$ cat config.mk
export PLATFORM = sky130hd
export DESIGN_NAME = pixel_bus_writer
export DESIGN_NICKNAME = d
export VERILOG_FILES = /design/src/rtl/pixel_bus_pkg.sv /design/src/rtl/pixel_addr_calc.sv /design/src/rtl/pixel_bus_writer.sv
export SDC_FILE = /design/constraint.sdc
export NUM_CORES = 1
export LEC_CHECK = 0
export CORE_UTILIZATION = 40
export CTS_BUF_LIST = sky130_fd_sc_hd__clkbuf_4 sky130_fd_sc_hd__clkbuf_8 sky130_fd_sc_hd__clkbuf_16
export DETAILED_ROUTE_END_ITERATION = 16
export PLACE_DENSITY_LB_ADDON = 0.3
export SYNTH_ARGS = -nofsm -noshare
export SYNTH_HDL_FRONTEND = slang
export SYNTH_HIERARCHICAL = 1
export SYNTH_SLANG_ARGS = --single-unit
$ cat constraint.sdc
create_clock -name CLK -period 4.9 [get_ports CLK]
set_input_delay 0.49 -clock CLK [delete_from_list [all_inputs] [get_ports CLK]]
set_output_delay 0.49 -clock CLK [all_outputs]
set_load 0.1 [all_outputs]
$ cat src/rtl/pixel_bus_pkg.sv
// Shared constants and FSM encoding for the VGA framebuffer pixel-load bus writer.
package pixel_bus_pkg;

  localparam int H_RES    = 200;
  localparam int V_RES    = 150;
  localparam int FB_DEPTH = 30000;
  localparam int ADDR_W   = 15;

  localparam int RGB_R = 0;
  localparam int RGB_G = 1;
  localparam int RGB_B = 2;

  typedef enum logic [1:0] {
    ST_IDLE   = 2'd0,
    ST_SETUP  = 2'd1,
    ST_STROBE = 2'd2,
    ST_HOLD   = 2'd3
  } state_e;

endpackage

$ cat src/rtl/pixel_addr_calc.sv
// Combinational (x, y) range check, shift-add linear address and fill-address stepping.
module pixel_addr_calc
  import pixel_bus_pkg::*;
(
  input  logic [7:0]        x,
  input  logic [7:0]        y,
  input  logic [ADDR_W-1:0] cur_addr,
  output logic              in_range,
  output logic [ADDR_W-1:0] xy_addr,
  output logic [ADDR_W-1:0] next_addr,
  output logic              cur_last
);

  logic [ADDR_W-1:0] x_w;
  logic [ADDR_W-1:0] y_w;

  assign x_w = ADDR_W'(x);
  assign y_w = ADDR_W'(y);

  assign in_range = (x < 8'(H_RES)) && (y < 8'(V_RES));

  // y*200 = y*128 + y*64 + y*8; only meaningful when in_range, so truncation is harmless.
  assign xy_addr = x_w + (y_w << 7) + (y_w << 6) + (y_w << 3);

  assign next_addr = cur_addr + ADDR_W'(1);
  assign cur_last  = (cur_addr == ADDR_W'(FB_DEPTH - 1));

endmodule

$ cat src/rtl/pixel_bus_writer.sv
// Drives the framebuffer pixel-load bus with setup/strobe/hold phases for single-pixel or full-frame fill requests.
module pixel_bus_writer
  import pixel_bus_pkg::*;
#(
  parameter int SETUP_CYCLES  = 2,
  parameter int STROBE_CYCLES = 2,
  parameter int HOLD_CYCLES   = 1
) (
  input  logic                CLK,
  input  logic                RESETN,
  input  logic                req_valid,
  output logic                req_ready,
  input  logic                req_fill,
  input  logic [7:0]          req_x,
  input  logic [7:0]          req_y,
  input  logic [2:0]          req_rgb,
  output logic                req_drop,
  output logic                busy,
  output logic [ADDR_W-1:0]   bus_addr,
  output logic [2:0]          bus_rgb,
  output logic                bus_strobe
);

  localparam int MAX_P = (SETUP_CYCLES > STROBE_CYCLES)
                         ? ((SETUP_CYCLES > HOLD_CYCLES) ? SETUP_CYCLES : HOLD_CYCLES)
                         : ((STROBE_CYCLES > HOLD_CYCLES) ? STROBE_CYCLES : HOLD_CYCLES);
  localparam int CNT_W = $clog2(MAX_P + 1);

  localparam logic [CNT_W-1:0] SETUP_LOAD  = CNT_W'(SETUP_CYCLES - 1);
  localparam logic [CNT_W-1:0] STROBE_LOAD = CNT_W'(STROBE_CYCLES - 1);
  localparam logic [CNT_W-1:0] HOLD_LOAD   = CNT_W'(HOLD_CYCLES - 1);

  state_e              state_q, state_d;
  logic [CNT_W-1:0]    cnt_q, cnt_d;
  logic [ADDR_W-1:0]   addr_q, addr_d;
  logic [2:0]          rgb_q, rgb_d;
  logic                fill_q, fill_d;
  logic                strobe_q, strobe_d;
  logic                drop_q, drop_d;

  logic                xy_in_range;
  logic [ADDR_W-1:0]   xy_addr;
  logic [ADDR_W-1:0]   next_addr;
  logic                addr_last;

  pixel_addr_calc u_addr_calc (
    .x         (req_x),
    .y         (req_y),
    .cur_addr  (addr_q),
    .in_range  (xy_in_range),
    .xy_addr   (xy_addr),
    .next_addr (next_addr),
    .cur_last  (addr_last)
  );

  // NOTE: every signal gets a default before the case so no path leaves it unassigned (no latches).
  always_comb begin
    state_d  = state_q;
    cnt_d    = cnt_q;
    addr_d   = addr_q;
    rgb_d    = rgb_q;
    fill_d   = fill_q;
    strobe_d = 1'b0;
    drop_d   = 1'b0;

    case (state_q)
      ST_IDLE: begin
        if (req_valid) begin
          if (req_fill) begin
            state_d = ST_SETUP;
            cnt_d   = SETUP_LOAD;
            addr_d  = '0;
            rgb_d   = req_rgb;
            fill_d  = 1'b1;
          end else if (xy_in_range) begin
            state_d = ST_SETUP;
            cnt_d   = SETUP_LOAD;
            addr_d  = xy_addr;
            rgb_d   = req_rgb;
            fill_d  = 1'b0;
          end else begin
            drop_d = 1'b1;
          end
        end
      end

      ST_SETUP: begin
        if (cnt_q == '0) begin
          state_d  = ST_STROBE;
          cnt_d    = STROBE_LOAD;
          strobe_d = 1'b1;
        end else begin
          cnt_d = cnt_q - CNT_W'(1);
        end
      end

      ST_STROBE: begin
        if (cnt_q == '0) begin
          state_d = ST_HOLD;
          cnt_d   = HOLD_LOAD;
        end else begin
          cnt_d    = cnt_q - CNT_W'(1);
          strobe_d = 1'b1;
        end
      end

      ST_HOLD: begin
        if (cnt_q != '0) begin
          cnt_d = cnt_q - CNT_W'(1);
        end else if (fill_q && !addr_last) begin
          // Next fill pixel starts immediately: no idle gap between pixels.
          state_d = ST_SETUP;
          cnt_d   = SETUP_LOAD;
          addr_d  = next_addr;
        end else begin
          state_d = ST_IDLE;
          fill_d  = 1'b0;
        end
      end

      default: state_d = ST_IDLE;
    endcase
  end

  // NOTE: state is updated with non-blocking assignments so all flops sample pre-edge values together.
  always_ff @(posedge CLK or negedge RESETN) begin
    if (!RESETN) begin
      state_q  <= ST_IDLE;
      cnt_q    <= '0;
      addr_q   <= '0;
      rgb_q    <= '0;
      fill_q   <= 1'b0;
      strobe_q <= 1'b0;
      drop_q   <= 1'b0;
    end else begin
      state_q  <= state_d;
      cnt_q    <= cnt_d;
      addr_q   <= addr_d;
      rgb_q    <= rgb_d;
      fill_q   <= fill_d;
      strobe_q <= strobe_d;
      drop_q   <= drop_d;
    end
  end

  assign req_ready  = (state_q == ST_IDLE);
  assign busy       = (state_q != ST_IDLE);
  assign bus_addr   = addr_q;
  assign bus_rgb    = rgb_q;
  assign bus_strobe = strobe_q;
  assign req_drop   = drop_q;

endmodule

==> impl_metrics.json, run 1 <==
{
  "totalWireLength_um": 5450,
  "ios": 45,
  "yosys-top-cells-count": "ha_1 (34), inv_1 (26), a21oi_1 (25), dfrtp_1 (25)",
  "core_mm2": 0.00592,
  "period_minus_slack_ps": 3410,
  "met3_wirelength_um": 207,
  "areaGrowthSynthToFinish_pct": 20.5,
  "grt_max_degree": 26,
  "maxSlewViolCount": 0,
  "wl_met2_um": 2590,
  "htree_levels": 1,
  "portBuffers": 44,
  "rsz0062_at_grt": "no",
  "final_core_util": 0.502,
  "drc_errors": 0,
  "nFillCells": 554,
  "drt_iter0_drc": 123,
  "syn_area_mm2": 0.00247,
  "required_ps": 5050,
  "cts_resized": 0,
  "synth-edff-count": 0,
  "clk_pin_slew_ps": 90,
  "root_buffer": "clkbuf_8",
  "cts_tree": "done",
  "grtUsageTotal": 0.177,
  "vias": 2048,
  "nets": 361,
  "fp-row-count": 28,
  "clk_latency_ps": 270,
  "avgSynthCellArea_um2": 9.49,
  "fp.dieW_um": 80.5,
  "min-delay-start": "bus_rgb[0]",
  "cts.sinks": 25,
  "drv_cap": 0,
  "grt_pass1_vias": 1955,
  "yosysWarningCount": 6,
  "cts_hold_buf": 0,
  "synth_cell_type_count": 54,
  "crit_type": "in2reg",
  "hold_class": "reg2reg",
  "synth_top_area_frac": 0.254,
  "fin_tns_setup_ps": 0,
  "status": "completed",
  "worst_slew_pin_slew_ps": 1050,
  "yosysMostFrequentCell": "ha_1",
  "slew_headroom": 0.300,
  "end_kind": "flop",
  "rr_worst_depth": 8,
  "ant_nets": 0,
  "setup_viol": 0,
  "final.setup_skew_ps": 4.53,
  "synth_nets": 324,
  "synth-seq-area-share": 0.254,
  "finalCritPeriodShare": 0.696,
  "gp_congestion": 0.799,
  "post_drt_via_cell_ratio": 5.52,
  "drive_above_1_share": 0.105,
  "clock_path_buffers": 2,
  "synth_cells": 260,
  "m1WireLength_um": 2590,
  "cts_buffers": 3,
  "antenna_found_initial": 0,
  "routedWlPerCell_um": 14.7,
  "dp_hpwl_um": 4050,
  "synth.largest_area_cell": "dfrtp_1",
  "synthTopCellsByArea": "dfrtp_1 (25%), ha_1 (17%), fa_1 (5.7%)",
  "start_util": 0.417,
  "n_antenna_cell": 0,
  "grt_pass1_wl_um": 9040,
  "hold_viol": 0,
  "drt_pass1_iterations": 4,
  "cp_max_fo": 4,
  "synthFlopType": "dfrtp_1",
  "post_cts_buffers": 0,
  "timing.critical_path.arrival_ps": 3560,
  "startpoint": "req_y[0]",
  "startpoint_type": "primary input",
  "ys_ff_latch": 25,
  "die_h_um": 80.5,
  "grt.overflow.total": 0,
  "highest_layer": "met4",
  "r2r-start": "bus_addr[0]",
  "fin_ws_ps": 1490,
  "max_freq_mhz": 293,
  "pre_cts_ws_ps": 1200,
  "async_flop_share": 1.00,
  "hold_path_depth": 1,
  "die_area_mm2": 0.00648
}
flip-flops by register name (all words and copies together) (netlist names):
register,cells
req_drop,1
bus_strobe,1
bus_addr,15
fill_q,1
state_q,2
bus_rgb,3
cnt_q,2
worst paths after layout:
check                                     to  slack (ps)
worst max-delay path            bus_addr[13]        1490
worst min-delay path              bus_rgb[0]         510
worst max register to register        fill_q        2290
worst min register to register    bus_rgb[0]         510
max in group asynchronous        bus_addr[6]        4060
min in group asynchronous         bus_strobe         580
stage by stage:
step	hold slack, ps	instance area [um^2]	std cells
finish	513	2970	371
global route	546	2970	371
CTS	513	2970	371
detailed placement	492	2920	367
global placement	488	2920	367
floorplan	194	2470	260
critical path, cell delays in order:
cell and delay (ps):
clkdlybuf4s50_1 540, inv_1 80, fa_1 530, inv_1 50
fa_1 450, ha_1 360, a21o_1 210, a21oi_2 210
o21ai_0 140, xor2_1 150, nor3b_1 140, a21oi_1 140
a21oi_1 80
per-layer routing:
metal / vias up / track usage
met3: 6 / 0.0125
li1: 1008 / -
met2: 59 / 0.308
met5: - / 0
met4: 0 / 0.0482
met1: 975 / 0.235
cell usage in the layout, fill, tap and decap left out, types with 5 or more instances in the layout:
master | Yosys | layout
clkdlybuf4s50_1 | 0 | 44
ha_1 | 34 | 34
inv_1 | 26 | 26
a21oi_1 | 25 | 25
dfrtp_1 | 25 | 25
a22oi_1 | 14 | 14
xnor2_1 | 14 | 14
a21oi_2 | 10 | 10
nand2_1 | 9 | 9
nand3_1 | 8 | 8
nor2_1 | 7 | 7
o21ai_0 | 7 | 7
fa_1 | 7 | 7
xor2_1 | 6 | 6
mux2_2 | 5 | 5
final cells by class:
type	count	area (um^2)	share of cell area
clock buffer	4	48.8	0.0164
inverter	26	97.6	0.0328
multi-input combinational	196	1660	0.558
sequential	25	626	0.211
tap	75	93.8	0.0316
timing repair buffer	45	448	0.151
logic make-up (layout without fill, tap and decap cells):
group,count (synthesis),count (layout),synth area share
AOI/OAI and AO/OA,77,77,0.222
xor gates and xnor gates,21,21,0.0776
adders and majority gates,41,41,0.229
buffers and inverters,39,75,0.0741
DFF,25,25,0.254
muxes,5,5,0.0228
and+or+nand+nor,52,52,0.120
Power of run 1 is not shown: default switching activity piles up to over one toggle a cycle in this logic, so the estimate is an artifact.
==> run 2, diff against run 1 <==
- clock period: 4.9 -> 3.2 ns (I/O delays scaled with it)
==> impl_metrics.json, run 2 (synthesized netlist as in run 1, its figures left out) <==
{
  "fp.dieW_um": 80.5,
  "routedWlPerCell_um": 14.1,
  "antenna_found_initial": 0,
  "n_antenna_cell": 0,
  "worstPathCellList": "clkdlybuf4s50_1, inv_1, fa_1, inv_1, fa_1, ha_4, buf_4, nand3_1, o211ai_2, o221ai_2, xnor2_1, a22oi_1, a21oi_1",
  "die_h_um": 80.5,
  "status": "completed",
  "clock_path_buffers": 2,
  "cts_hold_buf": 0,
  "post_cts_buffers": 0,
  "crit_type": "in2reg",
  "finalCritPeriodShare": 0.946,
  "htree_levels": 1,
  "maxSlewViolCount": 0,
  "multi_input_area_mm2": 0.00168,
  "post_drt_via_cell_ratio": 5.37,
  "drt_iter0_drc": 105,
  "worst_slew_pin_slew_ps": 978,
  "slew_headroom": 0.346,
  "clk_pin_slew_ps": 100,
  "cts_resized": 0,
  "die_area_mm2": 0.00648,
  "vias": 2122,
  "ant_nets": 0,
  "nFillCells": 554,
  "register_area_um2": 626,
  "largest_reg_flops": 15,
  "drive_above_1_share": 0.188,
  "areaGrowthSynthToFinish_pct": 28.6,
  "final.setup_skew_ps": 8.40,
  "grt.overflow.total": 0,
  "met1_usage": 0.240,
  "period_minus_slack_ps": 3030,
  "root_buffer": "clkbuf_8",
  "drc_errors": 0,
  "timing.critical_path.arrival_ps": 3190,
  "startpoint_type": "primary input",
  "core_mm2": 0.00592,
  "cp_max_fo": 3,
  "most-common-layout-cells": "clkdlybuf4s50_1 (41), ha_1 (33), buf_4 (27)",
  "use_met2": 0.335,
  "gp_congestion": 0.821,
  "max_stage_delay_ps": 500,
  "grtUsageMet3": 0.00682,
  "crit_buf_inv": 4,
  "rsz0062_at_grt": "no",
  "setup_viol": 0,
  "ios": 45,
  "critical-path-top-delay-family": "adder cells",
  "hold_class": "in2async",
  "final_core_util": 0.536,
  "clk_latency_ps": 280,
  "dp_hpwl_um": 4430,
  "max_freq_mhz": 330,
  "cts_buffers": 3,
  "grtUsageTotal": 0.187,
  "cts_tree": "done",
  "nets": 385,
  "grt_pass1_vias": 2067,
  "start_util": 0.417,
  "fp-row-count": 28,
  "final_common_cell": "clkdlybuf4s50_1",
  "grt_pass1_wl_um": 9590,
  "drt_pass1_iterations": 4,
  "grt.busiest_layer": "met2",
  "hold_viol": 0,
  "portBuffers": 44,
  "cts.sinks": 25,
  "required_ps": 3370,
  "grt_max_degree": 26,
  "totalWireLength_um": 5570,
  "drv_cap": 0,
  "end_kind": "flop",
  "crit_path_top_delay_cell": "fa_1"
}
==> run 2: worst paths after layout <==
check | endpoint | slack, ps | cells past startpoint | startpoint
worst min-delay path | state_q[0] | 400 | 2 | RESETN
worst max-delay path | bus_addr[14] | 170 | 13 | req_y[1]
worst min register to register | bus_rgb[0] | 520 | 1 | bus_rgb[0]
min in group CLK | bus_rgb[0] | 520 | 1 | bus_rgb[0]
max in group asynchronous | bus_addr[9] | 2540 | 2 | RESETN
worst max register to register | fill_q | 760 | 8 | bus_addr[0]
==> run 2: layout make-up <==
class,instances,area share
multi-input combinational,196,0.530
sequential,25,0.197
timing repair buffer,69,0.197
inverter,26,0.0308
tap,75,0.0296
clock buffer,3,0.0130
clock inverter,1,0.00158
==> run 2: routing by layer <==
layer	share of wire	vias to the layer above	wire, um
met1	0.46	1027	2560
met5	0	-	0
li1	-	1050	-
met4	0.013	0	72
met2	0.50	41	2780
met3	0.030	4	166
==> run 2: worst register-to-register path: stages, from the launching register on <==
cell and delay, ps:
dfrtp_1 450, ha_1 240, and4_1 270, nand4_1 100
nor4_1 300, inv_1 120, a2111oi_0 500, o21ai_0 140
a32o_1 220
==> run 2: metrics by stage <==
| stage | instance area [um^2] | TNS [ps] | hold slack (ps) | worst slack [ps] | cells |
|---|---|---|---|---|---|
| after floorplan | 2470 | 0 | 24.4 | 345 | 260 |
| final | 3170 | 0 | 403 | 174 | 395 |
| after global routing | 3170 | 0 | 455 | 9.56 | 395 |
| after detailed placement | 3100 | -691 | 498 | -206 | 391 |
| after global placement | 3100 | -340 | 490 | -115 | 391 |
| after CTS | 3140 | 0 | 427 | 65.2 | 395 |
Power of run 2 is left out for the same reason.
